## src/rtl/div_unit.sv

```systemverilog
// Iterative radix-2 restoring divider for DIV/DIVU/REM/REMU and their W forms.
// The result register holds {remainder, quotient}; div_ready qualifies it in DONE.
module div_unit #(
  parameter int XLEN = 64
) (
  input  logic              clk,
  input  logic              rst,
  input  logic              div_valid,
  input  logic              div_32,
  input  logic              div_signed,
  input  logic [XLEN-1:0]   dividend,
  input  logic [XLEN-1:0]   divisor,
  input  logic              hold,
  input  logic              flush,
  output logic              div_ready,
  output logic [2*XLEN-1:0] div_result
);
  localparam int HW = XLEN / 2;
  localparam int CW = $clog2(XLEN + 1);

  typedef enum logic [1:0] {IDLE, BUSY, DONE} state_t;

  state_t          state, state_nxt;
  logic            accept, step;
  logic [CW-1:0]   cnt;
  logic [XLEN-1:0] dq;   // dividend bits shift out the top, quotient bits shift in the bottom
  logic [XLEN-1:0] rem;
  logic [XLEN-1:0] dvs;
  logic            sign_q, sign_r, is32;

  // W results are sign-extended from bit HW-1 of each half.
  function automatic logic [2*XLEN-1:0] fmt(input logic [XLEN-1:0] q,
                                            input logic [XLEN-1:0] r,
                                            input logic            w);
    if (w) fmt = {{HW{r[HW-1]}}, r[HW-1:0], {HW{q[HW-1]}}, q[HW-1:0]};
    else   fmt = {r, q};
  endfunction

  // operand decode at accept
  logic [XLEN-1:0] a_n, b_n, a_abs, b_abs, a_abs_f, b_abs_f;
  logic            a_neg, b_neg, b_zero, ovf;

  always_comb begin
    a_n     = div_32 ? {{HW{1'b0}}, dividend[HW-1:0]} : dividend;
    b_n     = div_32 ? {{HW{1'b0}}, divisor[HW-1:0]}  : divisor;
    a_neg   = div_signed & (div_32 ? dividend[HW-1] : dividend[XLEN-1]);
    b_neg   = div_signed & (div_32 ? divisor[HW-1]  : divisor[XLEN-1]);
    a_abs_f = a_neg ? -a_n : a_n;
    b_abs_f = b_neg ? -b_n : b_n;
    a_abs   = div_32 ? {{HW{1'b0}}, a_abs_f[HW-1:0]} : a_abs_f;
    b_abs   = div_32 ? {{HW{1'b0}}, b_abs_f[HW-1:0]} : b_abs_f;
    b_zero  = (b_n == '0);
    if (div_32)
      ovf = div_signed && (a_n[HW-1:0] == {1'b1, {(HW-1){1'b0}}}) && (b_n[HW-1:0] == {HW{1'b1}});
    else
      ovf = div_signed && (a_n == {1'b1, {(XLEN-1){1'b0}}}) && (b_n == {XLEN{1'b1}});
  end

  // one restoring step; XLEN+1 bits is enough since rem < dvs
  logic [XLEN:0]   trial;
  logic            ge;
  logic [XLEN-1:0] rem_nxt, dq_nxt, q_fin, r_fin;

  always_comb begin
    trial   = {rem, dq[XLEN-1]} - {1'b0, dvs};
    ge      = ~trial[XLEN];
    rem_nxt = ge ? trial[XLEN-1:0] : {rem[XLEN-2:0], dq[XLEN-1]};
    dq_nxt  = {dq[XLEN-2:0], ge};
    q_fin   = sign_q ? -dq_nxt  : dq_nxt;
    r_fin   = sign_r ? -rem_nxt : rem_nxt;
  end

  always_comb begin
    state_nxt = state;
    accept    = 1'b0;
    step      = 1'b0;
    if (flush) begin
      state_nxt = IDLE;
    end else begin
      case (state)
        IDLE: if (div_valid) begin
          accept    = 1'b1;
          state_nxt = (b_zero || ovf) ? DONE : BUSY;
        end
        BUSY: begin
          step = 1'b1;
          if (cnt == CW'(1)) state_nxt = DONE;
        end
        DONE:    if (!hold) state_nxt = IDLE;
        default: state_nxt = IDLE;
      endcase
    end
  end

  always_ff @(posedge clk or negedge rst) begin
    if (!rst) state <= IDLE;
    else      state <= state_nxt;
  end

  always_ff @(posedge clk or negedge rst) begin
    if (!rst) begin
      cnt        <= '0;
      dq         <= '0;
      rem        <= '0;
      dvs        <= '0;
      sign_q     <= 1'b0;
      sign_r     <= 1'b0;
      is32       <= 1'b0;
      div_result <= '0;
    end else if (accept) begin
      cnt    <= div_32 ? CW'(HW) : CW'(XLEN);
      dq     <= div_32 ? (a_abs << HW) : a_abs;
      rem    <= '0;
      dvs    <= b_abs;
      sign_q <= a_neg ^ b_neg;
      sign_r <= a_neg;
      is32   <= div_32;
      if (b_zero)   div_result <= fmt({XLEN{1'b1}}, a_n, div_32);
      else if (ovf) div_result <= fmt(a_n, '0, div_32);
    end else if (step) begin
      cnt <= cnt - CW'(1);
      dq  <= dq_nxt;
      rem <= rem_nxt;
      if (cnt == CW'(1)) div_result <= fmt(q_fin, r_fin, is32);
    end
  end

  assign div_ready = (state == DONE) && !flush;

endmodule

```

## config.mk

```make
export PLATFORM = sky130hd
export DESIGN_NAME = div_unit
export DESIGN_NICKNAME = d
export VERILOG_FILES = /design/src/rtl/div_unit.sv
export SDC_FILE = /design/constraint.sdc
export NUM_CORES = 1
export LEC_CHECK = 0
export CAP_MARGIN = 20
export CORE_MARGIN = 3
export CORE_UTILIZATION = 55
export CTS_BUF_LIST = sky130_fd_sc_hd__clkbuf_8
export CTS_CLUSTER_DIAMETER = 120
export CTS_CLUSTER_SIZE = 16
export DETAILED_ROUTE_END_ITERATION = 10
export GPL_TIMING_DRIVEN = 0
export PLACE_DENSITY = 0.87
export SLEW_MARGIN = 20
export SYNTH_ARGS = -nofsm -noshare
export SYNTH_HDL_FRONTEND = slang
export SYNTH_SLANG_ARGS = --single-unit
export TNS_END_PERCENT = 5
```

## constraint.sdc

```tcl
create_clock -name clk -period 14.65 [get_ports clk]
set_input_delay 2.1975 -clock clk [delete_from_list [all_inputs] [get_ports clk]]
set_output_delay 2.1975 -clock clk [all_outputs]
set_load 0.05 [all_outputs]
```

==> summary.txt <==
Status
  • Status: completed

Placement
  • Place WS: 5.50 ns
  • Placed standard-cell area: 0.0307 mm²
  • IO Port Bufs: 259
  • Hpwl dp: 99,900 µm
  • GPL Wtd Cong: 1.04

Die
  • Core area: 0.0482 mm²
  • Die area: 0.0520 mm²
  • DIE WIDTH: 228 µm
  • Initial core utilization: 56.2%
  • Die span in y: 228 µm
  • Row count: 80
  • I/O pins: 264

Clock tree
  • Post-cts sizing count: 0
  • CTS tree: yes
  • # hold bufs at CTS: 0
  • CTS buffer count: 24
  • Clock slew at reported path FFs: 0.14 ns
  • CTS Root Cell: clkbuf_8
  • CTS sink count: 332
  • Clk_lat worst skew: 0.68 ns
  • CTS max path bufs: 3
  • Buffer count from post-CTS setup fixing: 0
  • H-tree Lvls: 1

STA
  • Fin. Hold Viols: 0
  • Achievable Freq: 101 MHz
  • Setup TNS: 0 ns
  • Post-layout minimum cycle time: 9.86 ns
  • Fin worst setup slack: 4.79 ns
  • Worst-Margin Slew: 1.24 ns
  • Finish-stage setup viols: 0
  • Hold slack: 0.492 ns
  • RSZ-0062 raised after global routing: no
  • Slew Limit Headroom: 17.1%
  • Skew final: 0.0446 ns
  • Tcrit/Tclk final: 67.3%
  • Fin. max-slew vios: 0

Power and ir drop
  • Worst vdd ir: 0.000194 V
  • Leak: 12.4 nW
  • Pwr Density: 275 mW/mm²

Critical path
  • Critical path class: flop to flop
  • Worst Setup SP: rem[32]$_DFFE_PN0P_
  • Worst setup EP type: flop
  • CP Launch Type: flop
  • Reg2reg end: div_result[56]$_DFFE_PN0P_
  • Worst-case reg-to-reg path depth: 27
  • Critical Path AT: 10.40 ns
  • CP required: 15.19 ns
  • Register-to-register path setup slack: 4.79 ns
  • Crit-path max FO: 10
  • Crit Reg-Reg Startpoint: rem[32]$_DFFE_PN0P_
  • Crit path capture: div_result[56]$_DFFE_PN0P_

Detailed routing
  • DRT Pass-1 Iters: 6
  • Drt wl/cell: 28.8 µm
  • Residual DRC: 0
  • Vias post-DR: 30,912
  • Average via count per standard cell: 7.05
  • Iteration-0 DRC Markers: 5,332
  • DRT Wirelength: 127,000 µm
  • Routed Antenna Nets: 0

Synth
  • Top cell type's share of synthesized area: 30.6%
  • Synth cell types: 114
  • Seq cells post-synth: 332
  • Area leader, netlist: dfrtp_1
  • EDFF count, synth: 0
  • Gate count after technology mapping: 3,435
  • Cell Area, Synth: 0.0271 mm²
  • Post-Syn Nets: 3,642
  • Largest cells by area after synthesis: dfrtp_1 (31%), o21ai_0 (6.4%), nand2_1 (5.2%), nor2_1 (4.7%), xor2_1 (4.5%)
  • Top cells by count, synth: nand2_1 (378), o21ai_0 (347), nor2_1 (340)
  • Primary FF master, synth: dfrtp_1
  • Register area share after synthesis: 30.6%
  • Top-count cell post-synth: nand2_1
  • Mean post-synth cell area: 7.90 µm²
  • Asr flop ratio synth: 100%
  • Synth Warn #: 0

Finish
  • Filler instances: 4,446
  • Layout cells sized above 1: 4.99%
  • Nets: 3,932
  • Final Cell Area: 0.0311 mm²
  • Area delta synth->final: 14.6%

GRT
  • Total global-route track usage: 46.4%
  • Vias in the first global route: 28,467
  • Overflow left after global routing: 0
  • Wire length of the first global-routing pass: 184,000 µm
  • Largest net degree at the start of global routing: 95
  • Antenna violations before repair: 2

Job
  • Max Cap Viol: 0

Worst hold path
  • Worst min path class: flop to flop
## how the worst min path moves through the flow
stage	start	end	slack, ns	cells after the start
floorplan	dvs[10]$_DFFE_PN0P_	dvs[10]$_DFFE_PN0P_	0.45	2
global placement	div_result[10]$_DFFE_PN0P_	div_result[10]$_DFFE_PN0P_	0.46	2
detailed placement	dvs[3]$_DFFE_PN0P_	dvs[3]$_DFFE_PN0P_	0.47	2
CTS	div_result[31]$_DFFE_PN0P_	div_result[31]$_DFFE_PN0P_	0.50	2
global route	dvs[5]$_DFFE_PN0P_	dvs[5]$_DFFE_PN0P_	0.52	2
finish	div_result[22]$_DFFE_PN0P_	div_result[22]$_DFFE_PN0P_	0.49	2
## report_power, final
part / leakage [nW] / total (mW) / internal, mW / switching (mW)
Clock: 0.194 / 0.516 / 0.171 / 0.345
Sequential: 4.29 / 1.70 / 1.27 / 0.427
Combinational: 7.88 / 6.32 / 2.10 / 4.23
Total: 12.4 / 8.54 / 3.54 / 5.00
## area by class of cell
class	instances	area (µm²)	share of cell area (%)
clock inverter	1	30.0	0.0966
multi-input combinational	2774	17300	55.8
inverter	105	399	1.28
antenna	5	12.5	0.0403
buffer	224	1090	3.51
timing repair buffer	264	2720	8.75
clock buffer	25	344	1.11
tap	656	821	2.64
sequential	332	8310	26.7
## stage by stage
| step | utilization (%) | power, mW | instances |
|---|---|---|---|
| floorplan | - | 5.71 | 3435 |
| global placement | 63.3 | 7.65 | 4350 |
| detailed placement | 63.6 | 7.71 | 4355 |
| CTS | 64.4 | 8.24 | 4381 |
| global route | 64.4 | 8.91 | 4382 |
| finish | 64.4 | 8.54 | 4386 |
## critical path: stages, from the launching register on
cell	delay, ns
dfrtp_1	0.52
ha_1	0.35
buf_6	0.14
a21oi_2	0.15
o21ai_1	0.11
a21oi_1	0.36
o21ai_1	0.14
a221o_1	0.48
nor3_2	0.30
nor2_4	0.14
inv_6	0.12
buf_2	0.27
buf_2	0.43
buf_1	0.69
buf_1	0.84
buf_1	0.86
ha_1	0.44
nand3b_1	0.27
or3_1	0.47
or4_1	0.52
inv_1	0.09
nand2_1	0.15
or3_1	0.48
o31ai_2	0.36
a21boi_1	0.32
xor2_1	0.31
o22ai_1	0.17
o22a_1	0.21
## layout by cell type (no fill, tap or decap), types with 71 or more instances in the layout
| master | netlist | layout |
|---|---|---|
| a21oi_1 | 214 | 214 |
| clkbuf_1 | 144 | 144 |
| clkdlybuf4s50_1 | 0 | 258 |
| dfrtp_1 | 332 | 332 |
| ha_1 | 71 | 71 |
| inv_1 | 103 | 103 |
| nand2_1 | 378 | 378 |
| nor2_1 | 340 | 339 |
| nor3_1 | 74 | 73 |
| o21ai_0 | 347 | 347 |
| o22ai_1 | 98 | 98 |
| xnor2_1 | 126 | 126 |
| xor2_1 | 140 | 140 |
## routing by layer
metal  global-route usage [%]  up-vias  routed length (µm)
li1                         -    13207                   -
met1                     64.2    14688               48600
met2                     66.0     2564               51100
met3                     14.2      453               18900
met4                     22.2        0                7990
met5                        0        -                   0
## sequential cells by signal, summed over array words and instances, names as in the netlist
signal      cells
sign_q          1
sign_r          1
dvs            64
div_result    128
state           2
dq             64
is32            1
cnt             7
rem            64
## cells by family after synthesis
| logic type | count (synthesis) | share of synthesized area (%) |
|---|---|---|
| simple gates | 1186 | 21.0 |
| buf+inv | 329 | 5.49 |
| mux | 64 | 2.38 |
| xor+xnor | 266 | 8.59 |
| flops | 332 | 30.6 |
| compound gates | 1186 | 28.6 |
| fa+ha+maj | 72 | 3.35 |
Note: power is estimated with default switching activity, not from simulation.
